### config.mk
export PLATFORM = sky130hd
export DESIGN_NAME = regfile_wb_arbiter_flat
export DESIGN_NICKNAME = d
export VERILOG_FILES = /design/src/rtl/regfile_wb_arbiter_if.sv /design/src/rtl/regfile_wb_arbiter.sv /design/src/flat_wrapper.sv
export SDC_FILE = /design/constraint.sdc
export NUM_CORES = 1
export LEC_CHECK = 0
export BUFFER_PORTS_ARGS = -buffer_cell sky130_fd_sc_hd__buf_4
export CAP_MARGIN = 10
export CORE_ASPECT_RATIO = 0.75
export CORE_UTILIZATION = 40
export CTS_BUF_LIST = sky130_fd_sc_hd__clkbuf_4 sky130_fd_sc_hd__clkbuf_8 sky130_fd_sc_hd__clkbuf_16
export CTS_CLUSTER_DIAMETER = 50
export DETAILED_ROUTE_END_ITERATION = 7
export GPL_ROUTABILITY_DRIVEN = 0
export GPL_TIMING_DRIVEN = 0
export PLACE_DENSITY = 0.74
export SYNTH_ARGS = -nofsm -noshare
export SYNTH_HDL_FRONTEND = slang
export SYNTH_SLANG_ARGS = --single-unit
### constraint.sdc
create_clock -name clk -period 9.7 [get_ports clk]
set_input_delay 0 -clock clk [delete_from_list [all_inputs] [get_ports clk]]
set_output_delay 0 -clock clk [all_outputs]
set_load 0.02 [all_outputs]
### src/rtl/regfile_wb_arbiter_if.sv
// Writeback bus between the ALU/load stages, the register-file write port and decode hazard queries.
// The slave side is the arbiter; the master side drives requests and queries.
interface regfile_wb_arbiter_if #(
  parameter int unsigned DATA_W = 32,
  parameter int unsigned ADDR_W = 5,
  parameter int unsigned DEPTH  = 2
);
  localparam int unsigned CNT_W = $clog2(DEPTH) + 1;

  logic              alu_valid;
  logic [ADDR_W-1:0] alu_wn;
  logic [DATA_W-1:0] alu_data;
  logic              alu_ready;

  logic              mem_valid;
  logic [ADDR_W-1:0] mem_wn;
  logic [DATA_W-1:0] mem_data;

  logic              rf_we;
  logic [ADDR_W-1:0] rf_wn;
  logic [DATA_W-1:0] rf_wd;

  logic [ADDR_W-1:0] q_rn1;
  logic [ADDR_W-1:0] q_rn2;
  logic              q_hit1;
  logic              q_hit2;

  logic [CNT_W-1:0]  fifo_count;

  modport slave (
    input  alu_valid, alu_wn, alu_data,
    output alu_ready,
    input  mem_valid, mem_wn, mem_data,
    output rf_we, rf_wn, rf_wd,
    input  q_rn1, q_rn2,
    output q_hit1, q_hit2,
    output fifo_count
  );

  modport master (
    output alu_valid, alu_wn, alu_data,
    input  alu_ready,
    output mem_valid, mem_wn, mem_data,
    input  rf_we, rf_wn, rf_wd,
    output q_rn1, q_rn2,
    input  q_hit1, q_hit2,
    input  fifo_count
  );
endinterface

### src/rtl/regfile_wb_arbiter.sv
// Arbitrates the single register-file write port between load (priority) and ALU writebacks,
// queuing losing ALU writes in order and reporting pending writes for hazard detection.
module regfile_wb_arbiter #(
  parameter int unsigned DATA_W = 32,
  parameter int unsigned ADDR_W = 5,
  parameter int unsigned DEPTH  = 2
) (
  input  logic                 clk,
  input  logic                 rst,
  regfile_wb_arbiter_if.slave  bus
);
  localparam int unsigned PTR_W = $clog2(DEPTH);
  localparam int unsigned CNT_W = PTR_W + 1;

  typedef struct packed {
    logic [ADDR_W-1:0] wn;
    logic [DATA_W-1:0] data;
  } wb_entry_t;

  wb_entry_t         fifo_mem [DEPTH];
  logic [PTR_W-1:0]  wr_ptr;
  logic [PTR_W-1:0]  rd_ptr;
  logic [CNT_W-1:0]  count;

  logic              rf_we;
  logic [ADDR_W-1:0] rf_wn;
  logic [DATA_W-1:0] rf_wd;

  logic              mem_req_c;
  logic              alu_req_c;
  logic              empty_c;
  logic              full_c;
  logic              ready_c;
  logic              pop_c;
  logic              bypass_c;
  logic              push_c;
  logic              issue_c;
  wb_entry_t         issue_entry_c;
  logic              hit1_c;
  logic              hit2_c;

  // Writes to r0 are swallowed: they never queue, issue, or take the slot.
  assign mem_req_c = bus.mem_valid && (bus.mem_wn != '0);
  assign alu_req_c = bus.alu_valid && (bus.alu_wn != '0);
  assign empty_c   = (count == '0);
  assign full_c    = (count == CNT_W'(DEPTH));

  // A full queue can still accept when no load is competing, since the head drains this cycle.
  assign ready_c   = !full_c || !mem_req_c;
  assign pop_c     = !mem_req_c && !empty_c;
  assign bypass_c  = !mem_req_c && empty_c && alu_req_c;
  assign push_c    = alu_req_c && ready_c && !bypass_c;

  always_comb begin
    issue_c       = 1'b0;
    issue_entry_c = '0;
    if (mem_req_c) begin
      issue_c       = 1'b1;
      issue_entry_c = {bus.mem_wn, bus.mem_data};
    end else if (!empty_c) begin
      issue_c       = 1'b1;
      issue_entry_c = fifo_mem[rd_ptr];
    end else if (alu_req_c) begin
      issue_c       = 1'b1;
      issue_entry_c = {bus.alu_wn, bus.alu_data};
    end
  end

  always_ff @(posedge clk) begin
    if (rst) begin
      rf_we  <= 1'b0;
      rf_wn  <= '0;
      rf_wd  <= '0;
      count  <= '0;
      wr_ptr <= '0;
      rd_ptr <= '0;
    end else begin
      rf_we <= issue_c;
      if (issue_c) begin
        rf_wn <= issue_entry_c.wn;
        rf_wd <= issue_entry_c.data;
      end
      if (push_c) begin
        wr_ptr <= wr_ptr + PTR_W'(1);
      end
      if (pop_c) begin
        rd_ptr <= rd_ptr + PTR_W'(1);
      end
      count <= count + CNT_W'(push_c) - CNT_W'(pop_c);
    end
  end

  // Queue storage needs no reset; occupancy alone marks valid entries.
  always_ff @(posedge clk) begin
    if (push_c) begin
      fifo_mem[wr_ptr] <= {bus.alu_wn, bus.alu_data};
    end
  end

  // Pending-write lookup covers queued entries and the write currently on the port.
  always_comb begin
    logic [PTR_W-1:0] idx;
    hit1_c = 1'b0;
    hit2_c = 1'b0;
    idx    = '0;
    for (int unsigned i = 0; i < DEPTH; i++) begin
      idx = rd_ptr + PTR_W'(i);
      if (CNT_W'(i) < count) begin
        if (fifo_mem[idx].wn == bus.q_rn1) hit1_c = 1'b1;
        if (fifo_mem[idx].wn == bus.q_rn2) hit2_c = 1'b1;
      end
    end
    if (rf_we && (rf_wn == bus.q_rn1)) hit1_c = 1'b1;
    if (rf_we && (rf_wn == bus.q_rn2)) hit2_c = 1'b1;
    hit1_c = hit1_c && (bus.q_rn1 != '0);
    hit2_c = hit2_c && (bus.q_rn2 != '0);
  end

  assign bus.alu_ready  = ready_c;
  assign bus.rf_we      = rf_we;
  assign bus.rf_wn      = rf_wn;
  assign bus.rf_wd      = rf_wd;
  assign bus.q_hit1     = hit1_c;
  assign bus.q_hit2     = hit2_c;
  assign bus.fifo_count = count;

endmodule

### src/flat_wrapper.sv
// flat-port wrapper written by rule: the top's interface ports become plain ports
module regfile_wb_arbiter_flat 
#(
  parameter int unsigned DATA_W = 32,
  parameter int unsigned ADDR_W = 5,
  parameter int unsigned DEPTH  = 2
)
  (clk, rst, bus_alu_valid, bus_alu_wn, bus_alu_data, bus_alu_ready, bus_mem_valid, bus_mem_wn, bus_mem_data, bus_rf_we, bus_rf_wn, bus_rf_wd, bus_q_rn1, bus_q_rn2, bus_q_hit1, bus_q_hit2, bus_fifo_count);
  regfile_wb_arbiter_if #(.DATA_W(DATA_W), .ADDR_W(ADDR_W), .DEPTH(DEPTH)) bus_i ();
  input  logic clk;
  input  logic rst;
  input wire logic [$bits(bus_i.alu_valid)-1:0] bus_alu_valid;
  input wire logic [$bits(bus_i.alu_wn)-1:0] bus_alu_wn;
  input wire logic [$bits(bus_i.alu_data)-1:0] bus_alu_data;
  output wire logic [$bits(bus_i.alu_ready)-1:0] bus_alu_ready;
  input wire logic [$bits(bus_i.mem_valid)-1:0] bus_mem_valid;
  input wire logic [$bits(bus_i.mem_wn)-1:0] bus_mem_wn;
  input wire logic [$bits(bus_i.mem_data)-1:0] bus_mem_data;
  output wire logic [$bits(bus_i.rf_we)-1:0] bus_rf_we;
  output wire logic [$bits(bus_i.rf_wn)-1:0] bus_rf_wn;
  output wire logic [$bits(bus_i.rf_wd)-1:0] bus_rf_wd;
  input wire logic [$bits(bus_i.q_rn1)-1:0] bus_q_rn1;
  input wire logic [$bits(bus_i.q_rn2)-1:0] bus_q_rn2;
  output wire logic [$bits(bus_i.q_hit1)-1:0] bus_q_hit1;
  output wire logic [$bits(bus_i.q_hit2)-1:0] bus_q_hit2;
  output wire logic [$bits(bus_i.fifo_count)-1:0] bus_fifo_count;
  assign bus_i.alu_valid = bus_alu_valid;
  assign bus_i.alu_wn = bus_alu_wn;
  assign bus_i.alu_data = bus_alu_data;
  assign bus_alu_ready = bus_i.alu_ready;
  assign bus_i.mem_valid = bus_mem_valid;
  assign bus_i.mem_wn = bus_mem_wn;
  assign bus_i.mem_data = bus_mem_data;
  assign bus_rf_we = bus_i.rf_we;
  assign bus_rf_wn = bus_i.rf_wn;
  assign bus_rf_wd = bus_i.rf_wd;
  assign bus_i.q_rn1 = bus_q_rn1;
  assign bus_i.q_rn2 = bus_q_rn2;
  assign bus_q_hit1 = bus_i.q_hit1;
  assign bus_q_hit2 = bus_i.q_hit2;
  assign bus_fifo_count = bus_i.fifo_count;
  regfile_wb_arbiter #(.DATA_W(DATA_W), .ADDR_W(ADDR_W), .DEPTH(DEPTH)) u_core (.clk(clk), .rst(rst), .bus(bus_i));
endmodule
Word-level counts from Yosys, hierarchy flattened:

Memories as Yosys holds them, arrays and structs flattened. A register that Yosys moved wholly into a read port is not among the register bits.
Cells that the tools add are included.

* $add $sub $neg: 4
* magnitude comparators: 2
* equal/unequal tests: 7
* muxes and demuxes: 20
* reductions and logical operators: 21

Operators by type and width (number)
* $mux W37: 3
* $eq A5 B5 Y1: 6
* $reduce_bool A5 Y1: 4
* $mux W1: 17
* $logic_and A1 B1 Y1: 11
* $logic_not A1 Y1: 4
* $lt A1 B2 Y1 const A: 2
* $add A1 B1 Y1 const B: 2
* $add A2 B1 Y2: 1
* $eq A2 B2 Y1 const B: 1
* $logic_not A2 Y1: 1
* $sub A2 B1 Y2: 1
* $logic_or A1 B1 Y1: 1

* bits in registers: 42
* bits in writable memories: 74
* input bits: 88
* output and inout port bits: 43
* memories: 1

Memories
* u_core.fifo_mem: words 2, bits a word 37, read ports 2, clocked after Yosys merged registers in 1, write ports 1, line regfile_wb_arbiter.sv:20 `wb_entry_t fifo_mem [DEPTH];`

Longest topological paths before layout:

* depth in word-level cells: 9
* depth in mapped cells: 10
* mapped depth without buffers: 9

Worst setup path after synthesis:

Ideal clock, no wire load.

* path type: flip-flop to flip-flop
* from: register u_core.count[1], in the netlist u_core.bus.fifo_count[1]
* to: memory u_core.fifo_mem[0][0] (netlist name), enable pin
* library setup time: 0.436 ns
* arrival time: 2.945 ns
* path slack: 6.319 ns
* stages on the path, launching flop included: 5
* buffers on the path: 0
* path through: dfxtp_1 > nor2_1 > a31o_2 > a211oi_2 > nor2b_1

* longest elaborated chain between the ends: 7
* elaborated cells between the ends (all ways): 11
* classes of those cells: eq/ne (1); mux (2); reduce/logical (8)

RTL lines
* start, declared: line regfile_wb_arbiter.sv:23 `logic [CNT_W-1:0] count;`
* start signal, assigned: line regfile_wb_arbiter.sv:89 `count <= count + CNT_W'(push_c) - CNT_W'(pop_c);`
* $eq A2 B2 Y1 / $logic_not A2 Y1 (equally long branches): line regfile_wb_arbiter.sv:46, regfile_wb_arbiter.sv:45
* $logic_not A1 Y1 / $logic_and A1 B1 Y1 (equally long branches): line regfile_wb_arbiter.sv:49, regfile_wb_arbiter.sv:51
* $logic_or A1 B1 Y1 / $logic_and A1 B1 Y1 (equally long branches): line regfile_wb_arbiter.sv:49, regfile_wb_arbiter.sv:51
* $logic_and A1 B1 Y1 / $logic_not A1 Y1 (equally long branches): line regfile_wb_arbiter.sv:52 `assign push_c = alu_req_c && ready_c && !bypass_c;`
* $logic_and A1 B1 Y1 *: line regfile_wb_arbiter.sv:52
* $mux W1 *: line regfile_wb_arbiter.sv:95 `if (push_c) begin`
* $mux W1 (implied by the code) *: line regfile_wb_arbiter.sv:96 `fifo_mem[wr_ptr] <= {bus.alu_wn, bus.alu_data};`
* end, declared: line regfile_wb_arbiter.sv:20

Mark *: on every way between the ends. The rest lies on a longest branch, timed or not.

Worst setup path after layout:

* from: register u_core.count[1], in the netlist u_core.bus.fifo_count[1]
* to: register u_core.rf_wn[0], in the netlist u_core.bus.rf_wn[0]

* longest elaborated chain between the ends: 3
* elaborated cells between the ends (all ways): 5
* classes of those cells: mux (4); reduce/logical (1)

RTL lines
* $logic_not A2 Y1 *: line regfile_wb_arbiter.sv:45 `assign empty_c = (count == '0);`
* $mux W37 / $mux W1 (equally long branches): line regfile_wb_arbiter.sv:60 `end else if (!empty_c) begin`
* $mux W37 / $mux W1 (equally long branches): line regfile_wb_arbiter.sv:57 `if (mem_req_c) begin`
* end signal, assigned: line regfile_wb_arbiter.sv:80 `rf_wn <= issue_entry_c.wn;`
* end, declared: line regfile_wb_arbiter.sv:26 `logic [ADDR_W-1:0] rf_wn;`

Marked as above.
A chain may end at the register's enable or synchronous reset.

==> metrics.md <==
| Metric | Value |
|---|---|
| Status | finished with violations |
| Failing checks | hold timing |
| Nets | about 770 |
| Post-synth ARST share | 0 |
| # hold bufs at CTS | about 80 |
| Compound-cell area share of the yosys netlist | 0.126 |
| Sw frac | 0.316 |
| Number of buffers inserted by port buffering | 129 |
| Post-synthesis instance area | 5270 um^2 |
| Register area share after synthesis | 0.585 |
| Total grt overflow | 0 |
| Fraction of layout cells with a size suffix above 1 | 0.267 |
| CTS tree | yes |
| Vias in the first global route | 4747 |
| Post-route setup TNS | 0 ps |
| Final WL | 15600 um |
| VDD IR-drop max | roughly 130 uV |
| Post-synth EDFFs | 74 |
| Clk pwr share | 0.337 |
| Post-synthesis average cell area | about 12 um^2 |
| R2r setup slk | 7010 ps |
| Antenna diodes | 0 |
| Seq pwr share | 0.357 |
| Total GRT Usage | 0.237 |
| Slowest Stage Delay on Critical Path | ~570 ps |
| Synth Area in Simple Gates | 0.116 |
| Die Y | 101 um |
| Fmax | around 370 MHz |
| Slew HR | 0.580 |
| Prevailing post-synth register cell | edfxtp_1 |
| H-tree levels | 4 |
| Clk root buf | clkbuf_16 |
| Proportion of synthesized area in mux cells | 0.0797 |
| Worst setup EP type | flop |
| Clock Pin Slew Worst Setup and Hold Paths | around 60 ps |
| Max Root-Sink Buffers | 2 |
| Clock Skew | between 10 and 15 ps |
| Kind of critical path | reg2reg |
| DR vias | around 4700 |
| Wire length of the first global-routing pass | ~24000 um |
| Pint | 1.27 mW |
| Die W | between 100 and 150 um |
| Site row count | 35 |
| Crit path DAT | between 3000 and 4000 ps |
| Initial antenna violation count | 0 |
| Most common cell after layout, fill and taps aside | buf_4 |
| Setup repair bufs after CTS | 0 |
| Die area | 13600 um^2 |
| Syn_nets | 545 |
| Setup Viol. Count Final | 0 |
| Net switching power | roughly 0.59 mW |
| Fill count | around 1000 |
| Synth Area in XOR/XNOR | 0.0565 |
| Final hold vios | 1 |
| Slowest CP cell | dlygate4sd3_1 |
| CTS Buf Count | 17 |
| I/O pin count | approximately 130 |
| Critical path data required time | about 10000 ps |
| Max Cap Viol | 0 |
| Post-DP HPWL | between 10000 and 15000 um |
| Clock tree sinks | approximately 120 |
| Period utilization | 0.278 |
| Combinational family with the most area after synthesis | compound AO/OA/AOI/OAI gates |
| Slew @ Worst Pin | around 630 ps |
| Initial Util | 0.420 |
| Mapped Cells | between 400 and 500 |
| Detailed Routing Iterations Pass 1 | 5 |
| Yosys reg bits | around 120 |
| Ys Warns | 0 |
| Total power draw | 1.86 mW |
| Dpl ws | approximately 7200 ps |
| Hold Worst Slack | -15.5 ps |
| Pleak | just over 3 nW |
| Largest net degree at the start of global routing | 23 |
| Clk_lat worst skew | 410 ps |
| Most frequent cells in the layout | 129 x buf_4, 79 x dlygate4sd3_1, 74 x edfxtp_1 |
| Critical Path Source Type | flop |
| RSZ-0062 raised after global routing | no |
| Antenna Nets Post-Route | 0 |
| Setup WS post-layout | 7010 ps |
| Area Growth Syn to Fin | 50.1% |
| Yosys cell types | approximately 40 |
| Drt wl/cell | 18.0 um |
| Power Density | between 200 and 250 nW/um^2 |
| Starting DRT DRC Count | between 200 and 300 |
| Adder-Cell Fraction of Synth Area | 0.00475 |
| Slew Limit Fails | 0 |
| Crit-path cells | or2_2 -> buf_2 -> clkbuf_1 -> nor3b_1 -> a221oi_1 -> a21oi_1 -> dlygate4sd3_1 -> nor3_1 |
| DRC Markers | 0 |
| Min Tclk post-route | approximately 2700 ps |
| Core area | between 10000 and 15000 um^2 |
| Vias/cell | about 5.4 |
| Logic pwr share | 0.306 |
| CTS resizes | 0 |
| Crit path max fanout | 10 |
| Final core occ | 0.630 |
| Worst min path class | in2reg |
## per-layer routing
layer,GRT usage,wire length (um),share of wire,vias up
met5,0,0,0,-
met1,0.292,6680,0.43,2255
met2,0.406,7610,0.49,198
met4,0.0899,324,0.021,0
met3,0.0581,951,0.061,34
li1,-,-,-,2169
## final timing paths
kind | to | start | cells after the start
max | u_core.bus.rf_wn[0]$_SDFFE_PP0P_ | u_core.bus.fifo_count[1]$_SDFF_PP0_ | 8
min | u_core.bus.fifo_count[0]$_SDFF_PP0_ | rst | 2
max reg2reg | u_core.bus.rf_wn[0]$_SDFFE_PP0P_ | u_core.bus.fifo_count[1]$_SDFF_PP0_ | 8
min reg2reg | u_core.bus.rf_wd[12]$_SDFFE_PP0P_ | u_core.bus.rf_wd[12]$_SDFFE_PP0P_ | 2
## through the flow
stage,cells,area [um^2]
after detailed placement,752,6510
after global routing,863,7920
after floorplan,455,5270
after CTS,863,7920
after global placement,750,6450
final,863,7920
## power by group through the flow
stage / clock network (mW) / registers, mW / logic (mW)
after floorplan: 0 / 0.705 / 0.293
after global placement: 0 / 0.671 / 0.505
after detailed placement: 0 / 0.671 / 0.531
after CTS: 0.630 / 0.662 / 0.565
after global routing: 0.656 / 0.671 / 0.613
final: 0.626 / 0.664 / 0.570
## area by class of cell
type	count	area [um^2]	area share
buffer	32	159	0.0201
clock buffer	27	584	0.0738
clock inverter	5	28.8	0.00364
inverter	3	11.3	0.00142
multi-input combinational	303	2030	0.256
sequential	117	3080	0.389
tap	166	208	0.0262
timing repair buffer	210	1810	0.229
## cell usage after synthesis (3+ instances only)
cell type,number,share of area
edfxtp_1,74,0.42
nand2_1,69,0.049
nor2_1,45,0.032
dfxtp_1,43,0.16
mux2i_1,42,0.080
a211oi_1,32,0.046
o311ai_0,22,0.037
xnor2_1,21,0.035
clkbuf_1,15,0.011
xor2_1,13,0.022
buf_2,11,0.010
o311ai_1,10,0.017
nand3_1,6,0.0057
nor4_1,6,0.0071
a21oi_1,4,0.0038
nor3_1,4,0.0038
buf_1,3,0.0021
inv_1,3,0.0021
nor2b_1,3,0.0036
## cell families (layout without fill, tap and decap cells)
group,count (synthesis),after routing
flops,117,117
xor+xnor,34,34
fa+ha+maj,2,2
simple gates,143,143
compound gates,82,82
mux,42,42
buf+inv,35,277
## flip-flops by register name, indices dropped and copies added, names as in the netlist, named ones only
name                   cells
u_core.bus.fifo_count      2
u_core.bus.rf_wd          32
u_core.bus.rf_we           1
u_core.bus.rf_wn           5
u_core.fifo_mem           74
u_core.rd_ptr              1
u_core.wr_ptr              1
## critical path: cells and delay by family, from the launching register on
kind                   cells  cell delay, ps
AO/OA/AOI/OAI              2             460
buffers and inverters      3            1220
flip-flops                 1             530
AND/OR/NAND/NOR            3             400
No activity file was read; power rests on OpenSTA's default activity.
